===== src/rtl/uart_tx_arbiter_pkg.sv =====
// uart_tx_arbiter_pkg: shared state encoding and sizes for the UART transmit arbiter
package uart_tx_arbiter_pkg;
  localparam int NREQ = 4;
  localparam int REQ_W = 2;
  localparam int TMO_W = 16;
  typedef enum logic [2:0] {
    IDLE     = 3'd0,
    START    = 3'd1,
    WAITBUSY = 3'd2,
    SEND     = 3'd3,
    HOLD     = 3'd4
  } state_t;
endpackage


===== src/rtl/uart_tx_arbiter_rr_pick4.sv =====
// rr_pick4: combinational 4-way round-robin picker, search starts at ptr
module rr_pick4
  import uart_tx_arbiter_pkg::*;
(
  input  logic [NREQ-1:0]  req,
  input  logic [REQ_W-1:0] ptr,
  output logic             valid,
  output logic [REQ_W-1:0] winner
);
  assign valid = |req;
  // scan farthest-first so the nearest requester after ptr is the last write
  always_comb begin
    winner = ptr;
    for (int k = NREQ - 1; k >= 0; k--)
      winner = req[ptr + REQ_W'(k)] ? ptr + REQ_W'(k) : winner;
  end
endmodule


===== src/rtl/uart_tx_arbiter.sv =====
// uart_tx_arbiter: round-robin byte arbiter feeding one UART transmitter, with message locking
// Define UART_TX_ARBITER_TIMEOUT_EN to abandon a HOLD after TIMEOUT_CYC cycles without the owner's byte.
module uart_tx_arbiter
  import uart_tx_arbiter_pkg::*;
#(
  parameter int TIMEOUT_CYC = 1000
) (
  input  logic                sysclk,
  input  logic                reset_n,
  input  logic [NREQ-1:0]     req,
  input  logic [NREQ-1:0]     req_last,
  input  logic [8*NREQ-1:0]   req_data,
  output logic [NREQ-1:0]     ack,
  output logic                txstart,
  output logic [7:0]          tx_data,
  input  logic                txbusy,
  output logic [REQ_W-1:0]    owner,
  output logic                locked,
  output logic                arb_busy,
  output logic                timeout_err
);
  state_t state;
  logic [REQ_W-1:0] ptr, win, w;
  logic valid, last_q, cap;
  rr_pick4 u_pick (.req(req), .ptr(ptr), .valid(valid), .winner(win));
  assign w = state == HOLD ? owner : win;
  assign cap = state == HOLD ? req[owner] : state == IDLE && valid;
  assign arb_busy = state != IDLE;
`ifdef UART_TX_ARBITER_TIMEOUT_EN
  logic [TMO_W-1:0] cnt;
  always_ff @(posedge sysclk) cnt <= (!reset_n || state != HOLD || cap) ? '0 : cnt + 1'b1;
`endif
  always_ff @(posedge sysclk) begin
    if (!reset_n) begin
      state <= IDLE;
      ptr <= '0;
      owner <= '0;
      tx_data <= '0;
      last_q <= 1'b0;
      ack <= '0;
      txstart <= 1'b0;
      locked <= 1'b0;
      timeout_err <= 1'b0;
    end else begin
      ack <= '0;
      txstart <= 1'b0;
      timeout_err <= 1'b0;
      if (cap) begin
        tx_data <= req_data[8*w +: 8];
        last_q <= req_last[w];
        owner <= w;
        ack <= 4'b0001 << w;
        state <= START;
      end else begin
        case (state)
          START: begin
            txstart <= 1'b1;
            state <= WAITBUSY;
          end
          WAITBUSY: state <= txbusy ? SEND : WAITBUSY;
          SEND: if (!txbusy) begin
            state <= last_q ? IDLE : HOLD;
            ptr <= last_q ? owner + 1'b1 : ptr;
            locked <= !last_q;
          end
`ifdef UART_TX_ARBITER_TIMEOUT_EN
          HOLD: if (cnt == TMO_W'(TIMEOUT_CYC - 1)) begin
            timeout_err <= 1'b1;
            state <= IDLE;
            ptr <= owner + 1'b1;
            locked <= 1'b0;
          end
`endif
          default: ;
        endcase
      end
    end
  end
endmodule


===== config.mk =====
export PLATFORM = sky130hd
export DESIGN_NAME = uart_tx_arbiter
export DESIGN_NICKNAME = d
export VERILOG_FILES = /design/src/rtl/uart_tx_arbiter_pkg.sv /design/src/rtl/uart_tx_arbiter_rr_pick4.sv /design/src/rtl/uart_tx_arbiter.sv
export SDC_FILE = /design/constraint.sdc
export NUM_CORES = 1
export LEC_CHECK = 0
export ABC_CLOCK_PERIOD_IN_PS = 3050
export CAP_MARGIN = 20
export CORE_MARGIN = 2
export CORE_UTILIZATION = 45
export DETAILED_ROUTE_END_ITERATION = 6
export GPL_ROUTABILITY_DRIVEN = 0
export PLACE_DENSITY = 0.95
export SLEW_MARGIN = 40
export SYNTH_ARGS = -nofsm -noshare
export SYNTH_HDL_FRONTEND = slang
export SYNTH_HIERARCHICAL = 1
export SYNTH_SLANG_ARGS = --single-unit

===== constraint.sdc =====
create_clock -name sysclk -period 3.05 [get_ports sysclk]
set_input_delay 0.915 -clock sysclk [delete_from_list [all_inputs] [get_ports sysclk]]
set_output_delay 0.915 -clock sysclk [all_outputs]
set_load 0.05 [all_outputs]

==> results of run 1 <==
==> registers in the layout, indices dropped and copies added, names as in the netlist <==
name / count
locked: 1
last_q: 1
ack: 4
state: 3
ptr: 2
tx_data: 8
owner: 2
txstart: 1
==> critical path, stage by stage <==
cell and delay, ns:
clkdlybuf4s50_1 0.57, and2b_2 0.24, o21ai_0 0.16, o221a_2 0.26, nand2_2 0.23, a221oi_1 0.48, o31ai_1 0.13
==> Yosys cell counts (2+ instances only) <==
master	number	area share (%)
buf_4	3	1.7
nor3_1	7	2.6
dfxtp_1	22	33
a21o_1	2	1.1
o21ai_0	4	1.5
clkbuf_1	2	0.55
and2b_2	2	1.3
buf_6	4	3.3
a21oi_1	6	2.2
mux2i_1	3	2.2
o31ai_1	9	5.0
a221oi_1	16	10
nor2b_1	18	8.3
buf_2	4	1.5
nor2_1	9	2.5
nand2_1	15	4.2
a221oi_2	2	2.2
==> cell type report <==
class / instances / area [µm²]
well taps: 31 / 38.8
flip-flops and latches: 22 / 440
clock buffers: 3 / 22.5
fillers: 218 / 851
inverters: 2 / 7.51
multi-input cells: 115 / 812
repair buffers: 63 / 633
==> cells by family after synthesis <==
logic type | Yosys count
xor+xnor | 2
buf+inv | 15
simple gates | 64
mux | 5
flops | 22
other cells | 1
compound gates | 43
==> power by group <==
group	internal (mW)	switching, mW	total (mW)
Clock	0.0461	0.0865	0.133
Sequential	0.322	0.0349	0.357
Combinational	0.176	0.220	0.396
Total	0.544	0.342	0.886
==> cell usage in the layout (no fill, tap or decap), types with 3 or more instances in the layout <==
cell type / instances
nor2_1: 9
dfxtp_1: 22
clkbuf_4: 3
o31ai_1: 9
clkdlybuf4s50_1: 59
nor3_1: 7
nor2b_1: 18
nand2_1: 15
a221oi_1: 16
o21ai_0: 4
mux2i_1: 3
buf_4: 3
a21oi_1: 6
==> metal layers <==
layer  track usage [%]  share of wire (%)  up-vias
li1                  -                  -      675
met1              27.0                 38      700
met2              42.7                 54       68
met3              3.30                5.2       14
met4              8.77                2.5        0
met5                 0                  0        -
==> metrics by stage <==
step           total power, mW  utilization, %  instance area (µm²)  std cells  worst slack (ns)
5_1_grt                  0.922            69.7                 1950        236             0.195
2_1_floorplan            0.609               -                 1360        152             0.702
6_report                 0.886            69.7                 1950        236             0.251
3_3_place_gp             0.740            68.9                 1930        233             0.115
4_1_cts                  0.881            69.7                 1950        236             0.291
3_5_place_dp             0.754            68.9                 1930        233            0.0136
==> final timing paths <==
check,start,to,cells after the start
worst min register to register,tx_data[3],tx_data[3],2
worst max register to register,state[2],tx_data[6],5
worst min-delay path,tx_data[3],tx_data[3],2
worst max-delay path,req[3],tx_data[6],7
==> run metrics, run 1 <==
final net count 250; CTS Hold Bufs 0; Setup TNS Final 0 ns; mux cell area share after synthesis 4.99%; initial DRC count 85; maximum net fanout on the critical path 18; Starting Density 48.3%; Clock transition at path regs 0.12 ns; Yosys warning count 6; Worst Setup Start Kind input port; post-cts sizing count 0; adder-cell area share of the yosys netlist 0%; TritonCTS clock tree built; Top-Level Pins 61; I/O Buffers 59; share of post-route cells with drive strength above 1 9.27%; dpl hpwl 3.10 mm; Final ANT Viol Nets 0; gr usage total 23.2%; Hold Crit Class reg2reg; Data arrival, critical path 2.99 ns; Main synth FF type dfxtp_1; via count 1457; final clock skew 0.00643 ns; Die W 58.9 µm; Setup crit end kind flop; Hold Vio Cnt, Final 0; area grow syn2layout 44.2%; DIE AREA 3470 µm²; first-pass GRT wire length 6.07 mm; xor/xnor share of the synthesized area 1.29%; Setup Buffers After CTS 0; final wirelength 4.10 mm; Yosys cell types 41; antenna diode count 0; status complete, but fails checks; Post-synth EDFFs 0; Setup CP Type in2reg; Least-Margin Pin Slew 0.506 ns; final hold slack 0.474 ns; grt total ovfl 0; Peak VDD IR 0.240 mV; pwr/cell area 453 nW/µm²; vias in the first global route 1347; per-cell routed wire length 17.4 µm; violated checks DRC; row count 19; htree depth 1; Worst slew margin 66.2%; Gate Count Post-Synth 152; Clock Tree Root clkbuf_4; synthesized cell area 1360 µm²; RSZ-0062 raised after global routing no; number of vias per cell 6.17; Setup violations, final 0; Tmin final 2.80 ns; 1st-pass router iterations 6; FMAX 0.357 GHz; Post-Synth Simple-Gate Area 28.1%; sequential share of the synthesized area 32.5%; core footprint 2810 µm²; largest net degree at the start of global routing 21; DRC 2; async set-or-reset flop fraction in the synthesized netlist 0%; worst-skew pair later-pin latency 0.30 ns; total clock sinks 22; r2r setup slk 0.86 ns; clk buf depth 2; Yosys reg bits 22; total CTS buffers 3; largest family of logic cells by synthesized area simple AND/OR/NAND/NOR gates; post-synthesis area per instance 8.91 µm²; initial antenna violation count 0; max cap viols 0; Net Count, Synth 195; die height 58.9 µm; final period utilization 91.8%; complex-gate fraction of the synthesized area 25.3%; leakage power 0.735 nW; CP required 3.24 ns; Max Slew Vio Count 0
Power figures use the tool's default switching activity.
==> run 2: changes to the inputs <==
--- a/config.mk
+++ b/config.mk
@@ -17,3 +17,4 @@
 export SYNTH_HDL_FRONTEND = slang
 export SYNTH_HIERARCHICAL = 1
 export SYNTH_SLANG_ARGS = --single-unit
+export TNS_END_PERCENT = 50
==> results of run 2 <==
Final layout, timing and power as in run 1 (identical DEF).
==> run 3: changes to the inputs <==
--- a/config.mk
+++ b/config.mk
@@ -7,8 +7,10 @@
 export LEC_CHECK = 0
 export ABC_CLOCK_PERIOD_IN_PS = 3050
 export CAP_MARGIN = 20
+export CELL_PAD_IN_SITES_DETAIL_PLACEMENT = 1
+export CELL_PAD_IN_SITES_GLOBAL_PLACEMENT = 1
 export CORE_MARGIN = 2
-export CORE_UTILIZATION = 45
+export CORE_UTILIZATION = 32
 export DETAILED_ROUTE_END_ITERATION = 6
 export GPL_ROUTABILITY_DRIVEN = 0
 export PLACE_DENSITY = 0.95
==> run 3 against run 2 <==
Register-to-register slack improved by 0.09 ns. The run now ends clean. Maximum frequency rose by 1.6%. Largest power group unchanged. Critical path depth fell by 5. Combinational power rose by 4%. Utilization fell by 19 points. Routed wire length rose by 15%. Count of clock-buffer cells in the layout rose by 1.
==> run metrics, run 3 (synthesis gave the netlist of run 1 again) <==
fin area 2030 µm² (was 1950 µm²); total clock sinks 22 (unchanged); Die W 69.1 µm (was 58.9 µm); commonest non-fill, non-tap cell in the layout clkdlybuf4s50_1 (unchanged); Worst Setup Start Kind flop (was input port); Setup crit end kind primary output (was flop); Int Power 0.620 mW (was 0.544 mW); Max Slew Vio Count 0 (unchanged); Worst slew margin 64.9% (was 66.2%); sw frac 37.2% (was 38.6%); Setup violations, final 0 (unchanged); TritonCTS clock tree built (unchanged); I/O Buffers 59 (unchanged); largest net degree at the start of global routing 21 (unchanged); number of vias per cell 5.48 (was 6.17); final net count 252 (was 250); final wirelength 4.70 mm (was 4.10 mm); DIE AREA 4770 µm² (was 3470 µm²); busiest grt layer met2 (unchanged); Setup Buffers After CTS 0 (unchanged); via count 1415 (was 1457); share of post-route cells with drive strength above 1 10.6% (was 9.27%); per-cell routed wire length 18.2 µm (was 17.4 µm); dpl hpwl 3.37 mm (was 3.10 mm); RSZ-0062 raised after global routing no (unchanged); initial antenna violation count 0 (unchanged); core footprint 4030 µm² (was 2810 µm²); 1st-pass router iterations 4 (was 6); Util after Layout 50.3% (was 69.7%); final period utilization 90.3% (was 91.8%); grt total ovfl 0 (unchanged); Setup CP Type reg2out (was in2reg); leakage power 0.760 nW (was 0.735 nW); top cell family by delay on the critical path buffers and inverters (was compound AO/OA/AOI/OAI gates); Largest Register tx_data (unchanged); biggest regs tx_data (8), ack (4), state (3) (unchanged); total CTS buffers 3 (unchanged); Hold Vio Cnt, Final 0 (unchanged); antenna diode count 0 (unchanged); sequential power share 35.5% (was 40.3%); row count 23 (was 19); worst-skew pair later-pin latency 0.27 ns (was 0.30 ns); Comb power frac 41.8% (was 44.7%); maximum net fanout on the critical path 12 (was 18); Data arrival, critical path 1.84 ns (was 2.99 ns); post-cts sizing count 0 (unchanged); CP max-delay cell clkdlybuf4s50_1 (unchanged); met2 usage 33.9% (was 42.7%); DRC 0 (was 2); die height 69.1 µm (was 58.9 µm); Hold EP tx_data[6] (was tx_data[3]); max cap viols 0 (unchanged); sw power 0.367 mW (was 0.342 mW); worst r2r src state[2] (unchanged); clk buf depth 2 (unchanged); Hold Path Stages 2 (unchanged); dpl ws -0.00859 ns (was 0.0136 ns); first-pass GRT wire length 7.49 mm (was 6.07 mm); pwr/cell area 487 nW/µm² (was 453 nW/µm²); htree depth 1 (unchanged); GR Util met3 1.75% (was 3.30%); final clock skew 0.00261 ns (was 0.00643 ns); area of placed instances 1970 µm² (was 1930 µm²); min-delay src tx_data[6] (was tx_data[3]); CTS Hold Bufs 0 (unchanged); Largest stage delay, worst path 0.80 ns (was 0.57 ns); gr usage total 19.5% (was 23.2%); crit-path cells or3_1, clkdlybuf4s50_1 (was clkdlybuf4s50_1, and2b_2, o21ai_0, o221a_2, nand2_2, a221oi_1, o31ai_1); max reg flops 8 (unchanged); area grow syn2layout 49.5% (was 44.2%); status complete, no violations (was complete, but fails checks); Final ANT Viol Nets 0 (unchanged); clock share of power 22.6% (was 15.0%); Clock Tree Root clkbuf_8 (was clkbuf_4); Top-Level Pins 61 (unchanged); Crit Reg-Reg Endpoint tx_data[0] (was tx_data[6]); Least-Margin Pin Slew 0.525 ns (was 0.506 ns); met1 usage 24.8% (was 27.0%); Buffers & Inverters on Critical Path 1 (unchanged); Clock transition at path regs 0.09 ns (was 0.12 ns); worst reg-to-reg path cell count 5 (unchanged); initial DRC count 100 (was 85); FILL cells 474 (was 218); r2r setup slk 0.95 ns (was 0.86 ns); FMAX 0.363 GHz (was 0.357 GHz); final hold slack 0.461 ns (was 0.474 ns); vias in the first global route 1458 (was 1347); PnR worst setup slack 0.295 ns (was 0.251 ns); Peak VDD IR 0.164 mV (was 0.240 mV); Starting Density 33.6% (was 48.3%); CP required 2.13 ns (was 3.24 ns); most frequent cells in the layout clkdlybuf4s50_1, dfxtp_1, nor2b_1, a221oi_1, nand2_1 (unchanged); Hold Crit Class reg2reg (unchanged); Tmin final 2.75 ns (was 2.80 ns)
-- run 3: worst register-to-register path, cell delays in order (launching register included) --
cell and delay, ns:
dfxtp_1 0.60, or3b_1 0.52, a21o_1 0.25, buf_12 0.16
a221oi_1 0.34, o31ai_1 0.12
-- run 3: area by class of cell --
class	instances	area (µm²)	share of cell area, %
Multi-Input combinational cell	115	812	40.1
Timing Repair Buffer	65	648	32.0
Sequential cell	22	440	21.7
Tap cell	50	62.6	3.09
Clock buffer	4	55.1	2.72
Inverter	2	7.51	0.371
-- run 3: stage by stage --
| step | power [mW] | instances | TNS, ns |
|---|---|---|---|
| after detailed placement | 0.769 | 254 | -0.00859 |
| final | 0.988 | 258 | 0 |
| after global routing | 1.02 | 258 | 0 |
| after floorplan | 0.609 | 152 | 0 |
| after CTS | 0.986 | 258 | 0 |
| after global placement | 0.755 | 254 | 0 |
-- run 3: worst max path at each step --
stage / from / cells past startpoint / slack, ns / endpoint
finish: state[2] / 2 / 0.30 / arb_busy
floorplan: req[0] / 7 / 0.70 / tx_data[0]
global placement: req[3] / 7 / 0.09 / tx_data[0]
CTS: req[3] / 8 / 0.28 / tx_data[1]
detailed placement: req[3] / 8 / -0.009 / tx_data[1]
global route: req[0] / 8 / 0.15 / tx_data[1]
-- run 3: metal layers --
metal | routed length (µm) | vias to the layer above
met5 | 0 | -
met4 | 139 | 0
met3 | 120 | 10
met2 | 2460 | 37
met1 | 1990 | 690
li1 | - | 678
-- run 3: power groups by stage --
stage                     registers [mW]  clock network [mW]  logic, mW
final                              0.351               0.224      0.413
after global placement             0.354                   0      0.401
after global routing               0.356               0.231      0.436
after CTS                          0.351               0.221      0.415
after floorplan                    0.441                   0      0.168
after detailed placement           0.357                   0      0.412
